**config.mk**
```make
export PLATFORM = sky130hd
export DESIGN_NAME = kianv_icache_dm_flat
export DESIGN_NICKNAME = d
export VERILOG_FILES = /design/src/rtl/kianv_icache_dm_if.sv /design/src/rtl/kianv_icache_dm.sv /design/src/flat_wrapper.sv
export SDC_FILE = /design/constraint.sdc
export NUM_CORES = 2
export LEC_CHECK = 0
export BUFFER_PORTS_ARGS = -buffer_cell sky130_fd_sc_hd__buf_4
export CORE_ASPECT_RATIO = 1.1
export CORE_MARGIN = 3
export CORE_UTILIZATION = 30
export CTS_BUF_LIST = sky130_fd_sc_hd__clkbuf_16
export DETAILED_ROUTE_END_ITERATION = 7
export GPL_ROUTABILITY_DRIVEN = 0
export GPL_TIMING_DRIVEN = 0
export PLACE_DENSITY = 0.5
export SLEW_MARGIN = 5
export SYNTH_ARGS = -nofsm -noshare
export SYNTH_HDL_FRONTEND = slang
export SYNTH_SLANG_ARGS = --single-unit
```
**constraint.sdc**
```tcl
create_clock -name clk -period 7.28 [get_ports clk]
set_clock_uncertainty 0.1 [all_clocks]
set_input_delay 0.728 -clock clk [delete_from_list [all_inputs] [get_ports clk]]
set_output_delay 0.728 -clock clk [all_outputs]
set_load 0.01 [all_outputs]
```
**src/rtl/kianv_icache_dm_if.sv**
```systemverilog
// Request/response bundle between the MMU-side requester, the instruction cache and the memory bus.
// The cache takes the slave view; the environment (MMU plus bus) takes the master view.
interface kianv_icache_dm_if;
   logic        cpu_valid;
   logic        cpu_ready;
   logic [3:0]  cpu_wstrb;
   logic [33:0] cpu_addr;
   logic [31:0] cpu_wdata;
   logic [31:0] cpu_rdata;
   logic        is_instruction;
   logic        icache_flush;
   logic        cpu_access_fault;
   logic        mem_valid;
   logic        mem_ready;
   logic [3:0]  mem_wstrb;
   logic [33:0] mem_addr;
   logic [31:0] mem_wdata;
   logic [31:0] mem_rdata;
   logic        access_fault;

   modport slave (
      input  cpu_valid, cpu_wstrb, cpu_addr, cpu_wdata, is_instruction, icache_flush,
             mem_ready, mem_rdata, access_fault,
      output cpu_ready, cpu_rdata, cpu_access_fault, mem_valid, mem_wstrb, mem_addr, mem_wdata
   );

   modport master (
      output cpu_valid, cpu_wstrb, cpu_addr, cpu_wdata, is_instruction, icache_flush,
             mem_ready, mem_rdata, access_fault,
      input  cpu_ready, cpu_rdata, cpu_access_fault, mem_valid, mem_wstrb, mem_addr, mem_wdata
   );
endinterface

```
**src/rtl/kianv_icache_dm.sv**
```systemverilog
// Direct-mapped, one-word-per-line instruction cache; non-cacheable traffic passes straight through.
// Fence.i flush and stores that hit a cached line invalidate it.
module kianv_icache_dm #(
   parameter int          NUM_LINES      = 64,
   parameter logic [33:0] CACHEABLE_BASE = 34'h0_8000_0000,
   parameter logic [33:0] CACHEABLE_END  = 34'h0_9000_0000
) (
   input logic              clk,
   input logic              reset,
   kianv_icache_dm_if.slave bus
);
   localparam int IDX_W = $clog2(NUM_LINES);
   localparam int TAG_W = 32 - IDX_W;

   typedef enum logic [2:0] {IDLE, LOOKUP, FILL, PASS, RESP} state_t;
   state_t state_reg, state_next;

   logic [3:0]  wstrb_reg;
   logic [33:0] addr_reg;
   logic [31:0] wdata_reg;
   logic        instr_reg;
   logic [31:0] rdata_reg;
   logic        fault_reg;
   logic        no_alloc_reg;
   logic        mem_valid_reg;
   logic [3:0]  mem_wstrb_reg;
   logic [33:0] mem_addr_reg;
   logic [31:0] mem_wdata_reg;
   logic        valid_reg [NUM_LINES];

   logic [TAG_W-1:0] tag_mem [NUM_LINES];
   logic [31:0]      data_mem [NUM_LINES];
   logic [TAG_W-1:0] tag_q;
   logic [31:0]      data_q;

   logic [IDX_W-1:0] idx_in;
   logic [IDX_W-1:0] idx_reg;
   logic [TAG_W-1:0] tag_reg;
   logic             cacheable;
   logic             tag_match;
   logic             hit;
   logic             store_inval;
   logic             alloc;

   assign idx_in  = bus.cpu_addr[IDX_W+1:2];
   assign idx_reg = addr_reg[IDX_W+1:2];
   assign tag_reg = addr_reg[33:IDX_W+2];

   assign cacheable = instr_reg && (wstrb_reg == 4'h0) &&
                      (addr_reg >= CACHEABLE_BASE) && (addr_reg < CACHEABLE_END);
   // tag_q/data_q were read at the index latched in IDLE, so they line up with addr_reg here
   assign tag_match   = valid_reg[idx_reg] && (tag_q == tag_reg);
   assign hit         = cacheable && tag_match && !bus.icache_flush;
   assign store_inval = (state_reg == LOOKUP) && (wstrb_reg != 4'h0) && tag_match;
   assign alloc       = (state_reg == FILL) && bus.mem_ready && !bus.access_fault &&
                        !no_alloc_reg && !bus.icache_flush;

   always_ff @(posedge clk) begin
      if (reset) state_reg <= IDLE;
      else       state_reg <= state_next;
   end

   always_comb begin
      state_next = state_reg;
      case (state_reg)
         IDLE:      if (bus.cpu_valid) state_next = LOOKUP;
         LOOKUP:    state_next = hit ? RESP : (cacheable ? FILL : PASS);
         FILL, PASS: if (bus.mem_ready) state_next = RESP;
         RESP:      state_next = IDLE;
         default:   state_next = IDLE;
      endcase
   end

   always_ff @(posedge clk) begin
      if (state_reg == IDLE && bus.cpu_valid) begin
         tag_q  <= tag_mem[idx_in];
         data_q <= data_mem[idx_in];
      end
      if (alloc) begin
         tag_mem[idx_reg]  <= tag_reg;
         data_mem[idx_reg] <= bus.mem_rdata;
      end
   end

   always_ff @(posedge clk) begin
      if (reset) begin
         wstrb_reg     <= '0;
         addr_reg      <= '0;
         wdata_reg     <= '0;
         instr_reg     <= 1'b0;
         rdata_reg     <= '0;
         fault_reg     <= 1'b0;
         no_alloc_reg  <= 1'b0;
         mem_valid_reg <= 1'b0;
         mem_wstrb_reg <= '0;
         mem_addr_reg  <= '0;
         mem_wdata_reg <= '0;
      end else begin
         case (state_reg)
            IDLE: begin
               if (bus.cpu_valid) begin
                  wstrb_reg <= bus.cpu_wstrb;
                  addr_reg  <= bus.cpu_addr;
                  wdata_reg <= bus.cpu_wdata;
                  instr_reg <= bus.is_instruction;
               end
            end
            LOOKUP: begin
               if (hit) begin
                  rdata_reg <= data_q;
                  fault_reg <= 1'b0;
               end else begin
                  mem_valid_reg <= 1'b1;
                  mem_addr_reg  <= {addr_reg[33:2], 2'b00};
                  mem_wstrb_reg <= wstrb_reg;
                  mem_wdata_reg <= wdata_reg;
                  no_alloc_reg  <= 1'b0;
               end
            end
            FILL, PASS: begin
               // a flush seen mid-fill means the returning word may be stale after fence.i
               if (bus.icache_flush) no_alloc_reg <= 1'b1;
               if (bus.mem_ready) begin
                  mem_valid_reg <= 1'b0;
                  rdata_reg     <= bus.mem_rdata;
                  fault_reg     <= bus.access_fault;
               end
            end
            default: ;
         endcase
      end
   end

   // flush has priority over a same-edge allocate
   for (genvar gi = 0; gi < NUM_LINES; gi++) begin : g_valid
      always_ff @(posedge clk) begin
         if (reset || bus.icache_flush)
            valid_reg[gi] <= 1'b0;
         else if (alloc && idx_reg == IDX_W'(gi))
            valid_reg[gi] <= 1'b1;
         else if (store_inval && idx_reg == IDX_W'(gi))
            valid_reg[gi] <= 1'b0;
      end
   end

   assign bus.cpu_ready        = (state_reg == RESP);
   assign bus.cpu_rdata        = rdata_reg;
   assign bus.cpu_access_fault = (state_reg == RESP) && fault_reg;
   assign bus.mem_valid        = mem_valid_reg;
   assign bus.mem_wstrb        = mem_wstrb_reg;
   assign bus.mem_addr         = mem_addr_reg;
   assign bus.mem_wdata        = mem_wdata_reg;
endmodule
```
**src/flat_wrapper.sv**
```systemverilog
// flat-port wrapper written by rule: the top's interface ports become plain ports
module kianv_icache_dm_flat 
#(
   parameter int          NUM_LINES      = 64,
   parameter logic [33:0] CACHEABLE_BASE = 34'h0_8000_0000,
   parameter logic [33:0] CACHEABLE_END  = 34'h0_9000_0000
)
  (clk, reset, bus_cpu_valid, bus_cpu_wstrb, bus_cpu_addr, bus_cpu_wdata, bus_is_instruction, bus_icache_flush, bus_mem_ready, bus_mem_rdata, bus_access_fault, bus_cpu_ready, bus_cpu_rdata, bus_cpu_access_fault, bus_mem_valid, bus_mem_wstrb, bus_mem_addr, bus_mem_wdata);
  kianv_icache_dm_if bus_i ();
  input logic clk;
  input logic reset;
  input wire logic [$bits(bus_i.cpu_valid)-1:0] bus_cpu_valid;
  input wire logic [$bits(bus_i.cpu_wstrb)-1:0] bus_cpu_wstrb;
  input wire logic [$bits(bus_i.cpu_addr)-1:0] bus_cpu_addr;
  input wire logic [$bits(bus_i.cpu_wdata)-1:0] bus_cpu_wdata;
  input wire logic [$bits(bus_i.is_instruction)-1:0] bus_is_instruction;
  input wire logic [$bits(bus_i.icache_flush)-1:0] bus_icache_flush;
  input wire logic [$bits(bus_i.mem_ready)-1:0] bus_mem_ready;
  input wire logic [$bits(bus_i.mem_rdata)-1:0] bus_mem_rdata;
  input wire logic [$bits(bus_i.access_fault)-1:0] bus_access_fault;
  output wire logic [$bits(bus_i.cpu_ready)-1:0] bus_cpu_ready;
  output wire logic [$bits(bus_i.cpu_rdata)-1:0] bus_cpu_rdata;
  output wire logic [$bits(bus_i.cpu_access_fault)-1:0] bus_cpu_access_fault;
  output wire logic [$bits(bus_i.mem_valid)-1:0] bus_mem_valid;
  output wire logic [$bits(bus_i.mem_wstrb)-1:0] bus_mem_wstrb;
  output wire logic [$bits(bus_i.mem_addr)-1:0] bus_mem_addr;
  output wire logic [$bits(bus_i.mem_wdata)-1:0] bus_mem_wdata;
  assign bus_i.cpu_valid = bus_cpu_valid;
  assign bus_i.cpu_wstrb = bus_cpu_wstrb;
  assign bus_i.cpu_addr = bus_cpu_addr;
  assign bus_i.cpu_wdata = bus_cpu_wdata;
  assign bus_i.is_instruction = bus_is_instruction;
  assign bus_i.icache_flush = bus_icache_flush;
  assign bus_i.mem_ready = bus_mem_ready;
  assign bus_i.mem_rdata = bus_mem_rdata;
  assign bus_i.access_fault = bus_access_fault;
  assign bus_cpu_ready = bus_i.cpu_ready;
  assign bus_cpu_rdata = bus_i.cpu_rdata;
  assign bus_cpu_access_fault = bus_i.cpu_access_fault;
  assign bus_mem_valid = bus_i.mem_valid;
  assign bus_mem_wstrb = bus_i.mem_wstrb;
  assign bus_mem_addr = bus_i.mem_addr;
  assign bus_mem_wdata = bus_i.mem_wdata;
  kianv_icache_dm #(.NUM_LINES(NUM_LINES), .CACHEABLE_BASE(CACHEABLE_BASE), .CACHEABLE_END(CACHEABLE_END)) u_core (.clk(clk), .reset(reset), .bus(bus_i));
endmodule
```
; Yosys cells after proc, flatten, opt, wreduce, memory -nomap -nowiden
; Memories as Yosys holds them, arrays and structs flattened. A register that Yosys moved wholly into a read port is not among the register bits.
; Index checks and enable logic that the tools add are counted.
[totals]
reg_bits = 177
latch_bits = 0
ramBits = 3776
rom_bits = 0
input_bits = 109
output_inout_bits = 105
word_cells = 976
mem_count = 3
[mem_list]
columns = memory, depth, width, rd, rd_ports_with_merged_regs, wr, line_no
row1 = u_core.data_mem, 64, 32, 1, 1, 1, kianv_icache_dm.sv:32  ; logic [31:0] data_mem [NUM_LINES];
row2 = u_core.tag_mem, 64, 26, 1, 1, 1, kianv_icache_dm.sv:31  ; logic [TAG_W-1:0] tag_mem [NUM_LINES];
row3 = u_core.valid_reg, 64, 1, 1, 1, 64, kianv_icache_dm.sv:29  ; logic valid_reg [NUM_LINES];
[classes]
n_addsub = 0
mul = 0
div = 0
order_cmp = 2
n_eq_ne = 73
shift = 0
muxes = 599
n_bitwise = 129
reduce_logical = 158
[op_table]
columns = op, count
row1 = 1-bit 2-to-1 mux, 587
row2 = "6-bit == test, second input constant", 32
row3 = 1-bit logical AND, 142
row4 = 1-bit OR, 128
row5 = "6-bit by 5-bit == test with 1-bit output, second input constant", 16
row6 = 32-bit 2-to-1 mux, 2
row7 = 32-bit one-hot mux with 2 select lines, 1
row8 = "6-bit by 4-bit == test with 1-bit output, second input constant", 8
row9 = "34-bit by 32-bit >= comparator with 1-bit output, second input constant", 1
row10 = "34-bit by 32-bit < comparator with 1-bit output, second input constant", 1
row11 = 26-bit == test, 1
row12 = "6-bit by 3-bit == test with 1-bit output, second input constant", 4
row13 = "6-bit by 2-bit == test with 1-bit output, second input constant", 2
row14 = 6-bit 2-to-1 mux, 2
row15 = 3-bit 2-to-1 mux, 3
row16 = 3-bit one-hot mux with 3 select lines, 1
row17 = 3-bit AND reduction, 3
row18 = "2-bit inequality test, second input constant", 4
row19 = "3-bit by 2-bit == test with 1-bit output, second input constant", 2
row20 = "6-bit by 1-bit == test with 1-bit output, second input constant", 1
row21 = 6-bit logical NOT, 1
row22 = 1-bit one-hot mux with 2 select lines, 3
row23 = 2-bit AND reduction, 3
row24 = 4-bit logical NOT, 1
row25 = other kinds (10), 12

; Longest topological paths before layout
[depth]
ltp_word = 11
mapped_depth = 12

; Worst setup path after synthesis
; Ideal clock, no wire load.
[synth_path]
path_type = in2reg
startpoint = input port bus_icache_flush
endpoint = memory u_core.data_mem[49][0], enable pin
setup_time_ns = 0.474
arrival_ns = 4.679
t_required_ns = 6.706
slack_ns = 2.027
stages = 5
cell_sequence = or4_1 -> nor3_1 -> nand3_1 -> clkbuf_1 -> nor2_1
[synth_via]
elab_chain_len = 4
[synth_lines]
columns = element, line_no
row1 = start: declaration, flat_wrapper.sv:17  ; input wire logic [$bits(bus_i.icache_flush)-1:0] bus_icache_flush;
row2 = 1-bit logical NOT, kianv_icache_dm.sv:56  ; !no_alloc_reg && !bus.icache_flush;
row3 = 1-bit logical AND, kianv_icache_dm.sv:56
row4 = 1-bit 2-to-1 mux, kianv_icache_dm.sv:79  ; if (alloc) begin
row5 = 1-bit 2-to-1 mux (implied by the code), kianv_icache_dm.sv:81  ; data_mem[idx_reg] <= bus.mem_rdata;
row6 = end: declaration, kianv_icache_dm.sv:32
; No other way between the ends.

==> metrics.log <==
[metrics] CTS tree: yes
[metrics] I/O Pins: 214
[metrics] multiplexer share of the synthesized area: 0.187
[metrics] netlist area before placement: 0.154 mm2
[metrics] number of hold-slack violations in the final timing report: 0
[metrics] final critical-path required period: 5.02 ns
[metrics] global-route congestion overflow total: 0
[metrics] cell row count: 275
[metrics] number of instances in the synthesized netlist: 6747
[metrics] Max-slew headroom: 0.0947
[metrics] Final nets: 7773
[metrics] effective utilization at floorplan: 0.302
[metrics] dominant cell by count in the synthesized netlist: sky130_fd_sc_hd__edfxtp_1
[metrics] endpoint of the lowest-slack register-to-register path: u_core.valid_reg[10]
[metrics] share of the synthesized area in compound gates (AO/OA/AOI/OAI): 0.0105
[metrics] count of distinct cell types in the synthesized netlist: 54
[metrics] final-layout fill cell count: 46700
[metrics] layout cell share with drive strength beyond 1: 0.309
[metrics] clock root buffer: sky130_fd_sc_hd__clkbuf_16
[metrics] most instantiated flip-flop cell in the synthesis netlist: sky130_fd_sc_hd__edfxtp_1
[metrics] DRC violation count after routing: 0
[metrics] most area-consuming cells after synthesis: sky130_fd_sc_hd__edfxtp_1 75%, sky130_fd_sc_hd__mux4_2 18%, sky130_fd_sc_hd__dfxtp_1 2.4%
[metrics] endpoint with the worst hold slack: u_core.no_alloc_reg
[metrics] CTS Buf Count: 407
[metrics] Vias per Instance: 5.17
[metrics] Vert. Die Dim: 758 um
[metrics] post-synthesis adder-cell area fraction: 0
[metrics] post-synthesis simple-gate area fraction: 0.0189
[metrics] Die Span X: 689 um
[metrics] Placed Instances: 14000
[metrics] via count: 76600
[metrics] final setup violation count: 0
[metrics] Final Slew Violations: 0
[metrics] arrival time of data at the critical path endpoint: 5.57 ns
[metrics] reported max-cap violation count: 0
[metrics] beginning of the worst hold path: bus_icache_flush
[metrics] Pwr Total: 49.3 mW
[metrics] TritonCTS Sinks: 4015
[metrics] reg2reg setup slack: 2.50 ns
[metrics] worst hold path class: in2reg
[metrics] Crit-path slowest cell: sky130_fd_sc_hd__clkbuf_1
[metrics] Crit path buffers/inverters: 4
[metrics] vias in the first global route: 78600
[metrics] actual slew at the worst max-slew pin: 1.36 ns
[metrics] maximum number of pins on one net before global-route repair: 69
[metrics] launch instance of the worst register-to-register path: u_core.addr_reg[8]
[metrics] number of flip-flops and latches in the synthesized netlist: 4015
[metrics] initial DRC count: 9445
[metrics] EDFF count, synth: 3834
[metrics] area after detailed placement: 0.170 mm2
[metrics] global-route wire length before repair: 660000 um
[metrics] total of buffers placed on input and output ports: 203
[metrics] leak pwr: 56.7 nW
[metrics] cell type group with the largest total delay on the critical path: buffers and inverters
[metrics] worst hold slack: 0.122 ns
[metrics] worst setup timing slack at the placement stage: 0.551 ns
[metrics] Longest Clk Path Bufs: 4
[metrics] post-synthesis cell type with the largest combined area: sky130_fd_sc_hd__edfxtp_1
[metrics] antenna-violating nets left: 0
[metrics] die area: 0.522 mm2
[metrics] Syn. warnings: 0
[metrics] Floorplan Core Area: 0.511 mm2
[metrics] largest family of logic cells by synthesized area: multiplexers
[metrics] class of the most critical setup path: in2reg
[metrics] FF-to-FF path depth: 7
[metrics] area overhead of the layout relative to synthesis: 19.3%
[metrics] clock transition at the register clock pins on the worst setup and hold paths after CTS: 0.06 ns
[metrics] portion of the clock cycle consumed by the worst path in the final layout: 0.690
[metrics] power density over cell area: 268 mW/mm2
[metrics] routed length per placed instance: 32.7 um
[metrics] top fanout value on the critical path: 10
[metrics] Total GRT Usage: 0.183
[metrics] mean cell area of the mapped netlist: 22.8 um2
[metrics] sequential cell area fraction in the yosys report: 0.771
[metrics] worst IR drop on VDD: 230 uV
[metrics] top achievable clock speed: 199 MHz
[metrics] First-pass DRT Iterations: 6
[metrics] synthesized-area fraction occupied by xor and xnor cells: 0.00148
[metrics] H-tree lvl count: 5
[metrics] share of flip-flops with an asynchronous set or reset after synthesis: 0
[metrics] flip-flop count of the largest register, all copies and words added: 2048
[metrics] worst hold stages: 4
[metrics] clock latency of the later-clocked register in the worst-skew pair: 1.00 ns
[metrics] sort of element at the end of the critical path: register
[metrics] slowest cell delay on critical path: 0.91 ns
[metrics] result of the run: finished, final reports clean
[metrics] ranking of synthesized cells by instance count: 3834 x sky130_fd_sc_hd__edfxtp_1, 1205 x sky130_fd_sc_hd__mux4_2, 318 x sky130_fd_sc_hd__nand2_1
[metrics] Finished Layout Cells: 14800
[metrics] Setup TNS Final: 0 ns
[metrics] number of post-CTS setup repair buffers: 0
[metrics] final WL: 485000 um
[metrics] RSZ-0062 raised after global routing: false
[metrics] antenna violations before repair: 47
[metrics] critical-path cell list: clkbuf_2 -> clkbuf_1 -> clkbuf_2 -> clkbuf_1 -> mux4_2 -> mux4_2 -> mux2i_1 -> o21ai_0
[metrics] kind of launch point of the worst setup path: input pin
[metrics] Post-Layout Inst Area: 0.184 mm2
[metrics] utilization after layout: 0.360
[metrics] fraction of post-synthesis cell area in the top cell type by area: 0.747
[metrics] placed wire-length estimate after detailed placement: 332000 um
[metrics] minimum setup slack in the final design: 2.26 ns
[metrics] data required time at the worst endpoint: 7.83 ns
routing by layer:
metal | vias up | global-route usage | part of all wire
met1 | 42100 | 0.237 | 0.39
li1 | 30500 | - | -
met5 | - | 0 | 0.000070
met2 | 3294 | 0.307 | 0.49
met4 | 4 | 0.0544 | 0.032
met3 | 670 | 0.0393 | 0.083
final cells by class:
type | count | area (um2) | share of cell area
Clock buffer | 417 | 10400 | 0.0568
Sequential cell | 4015 | 119000 | 0.647
Timing Repair Buffer | 507 | 7260 | 0.0395
Antenna cell | 14 | 35.0 | 0.000191
Tap cell | 6786 | 8490 | 0.0462
Buffer | 430 | 1820 | 0.00990
Multi-Input combinational cell | 2300 | 34100 | 0.185
Inverter | 3 | 11.3 | 0.0000613
Clock inverter | 341 | 2790 | 0.0152
what timing repair did:
item                      CTS  global route
hold buffers               67             0
hold endpoints to repair   66             0
gates resized for setup     0             0
worst min-delay path, cell delays in order:
cell	delay (ns)
sky130_fd_sc_hd__buf_4	0.10
sky130_fd_sc_hd__nor3b_1	0.16
sky130_fd_sc_hd__o21ai_0	0.09
sky130_fd_sc_hd__nor2_1	0.08
cells by family after synthesis:
logic type	count (synthesis)
other cells	1
flops	4015
simple gates	674
xor+xnor	26
compound gates	239
buf+inv	433
mux	1359
cell usage in the layout (no fill, tap or decap), drive strengths merged, types with 32 or more instances in the layout:
cell type	n
edfxtp	3834
mux2i	127
nor3	35
nand4	37
a31oi	32
nand3	46
inv	79
mux4	1211
o31ai	97
bufinv	42
clkinv	211
clkbuf	710
nand2	318
dfxtp	181
nor2	173
dlygate4sd3	67
and3	35
a21oi	72
buf	577
worst max path at each step:
stage / endpoint / start / cells past startpoint
CTS: u_core.data_q[16] / bus_cpu_addr[3] / 8
global route: u_core.data_q[16] / bus_cpu_addr[3] / 8
finish: u_core.data_q[16] / bus_cpu_addr[3] / 8
global placement: u_core.data_mem[22][29] / bus_icache_flush / 6
detailed placement: u_core.data_q[16] / bus_cpu_addr[3] / 8
floorplan: u_core.data_mem[49][0] / bus_icache_flush / 5
power breakdown:
| part | internal [mW] | leakage [nW] | switching [mW] |
|---|---|---|---|
| sequential | 25.5 | 36.1 | 0.146 |
| combinational | 1.03 | 13.9 | 1.76 |
| clock | 11.9 | 6.77 | 9.01 |
(Power assumes the default switching activity.)
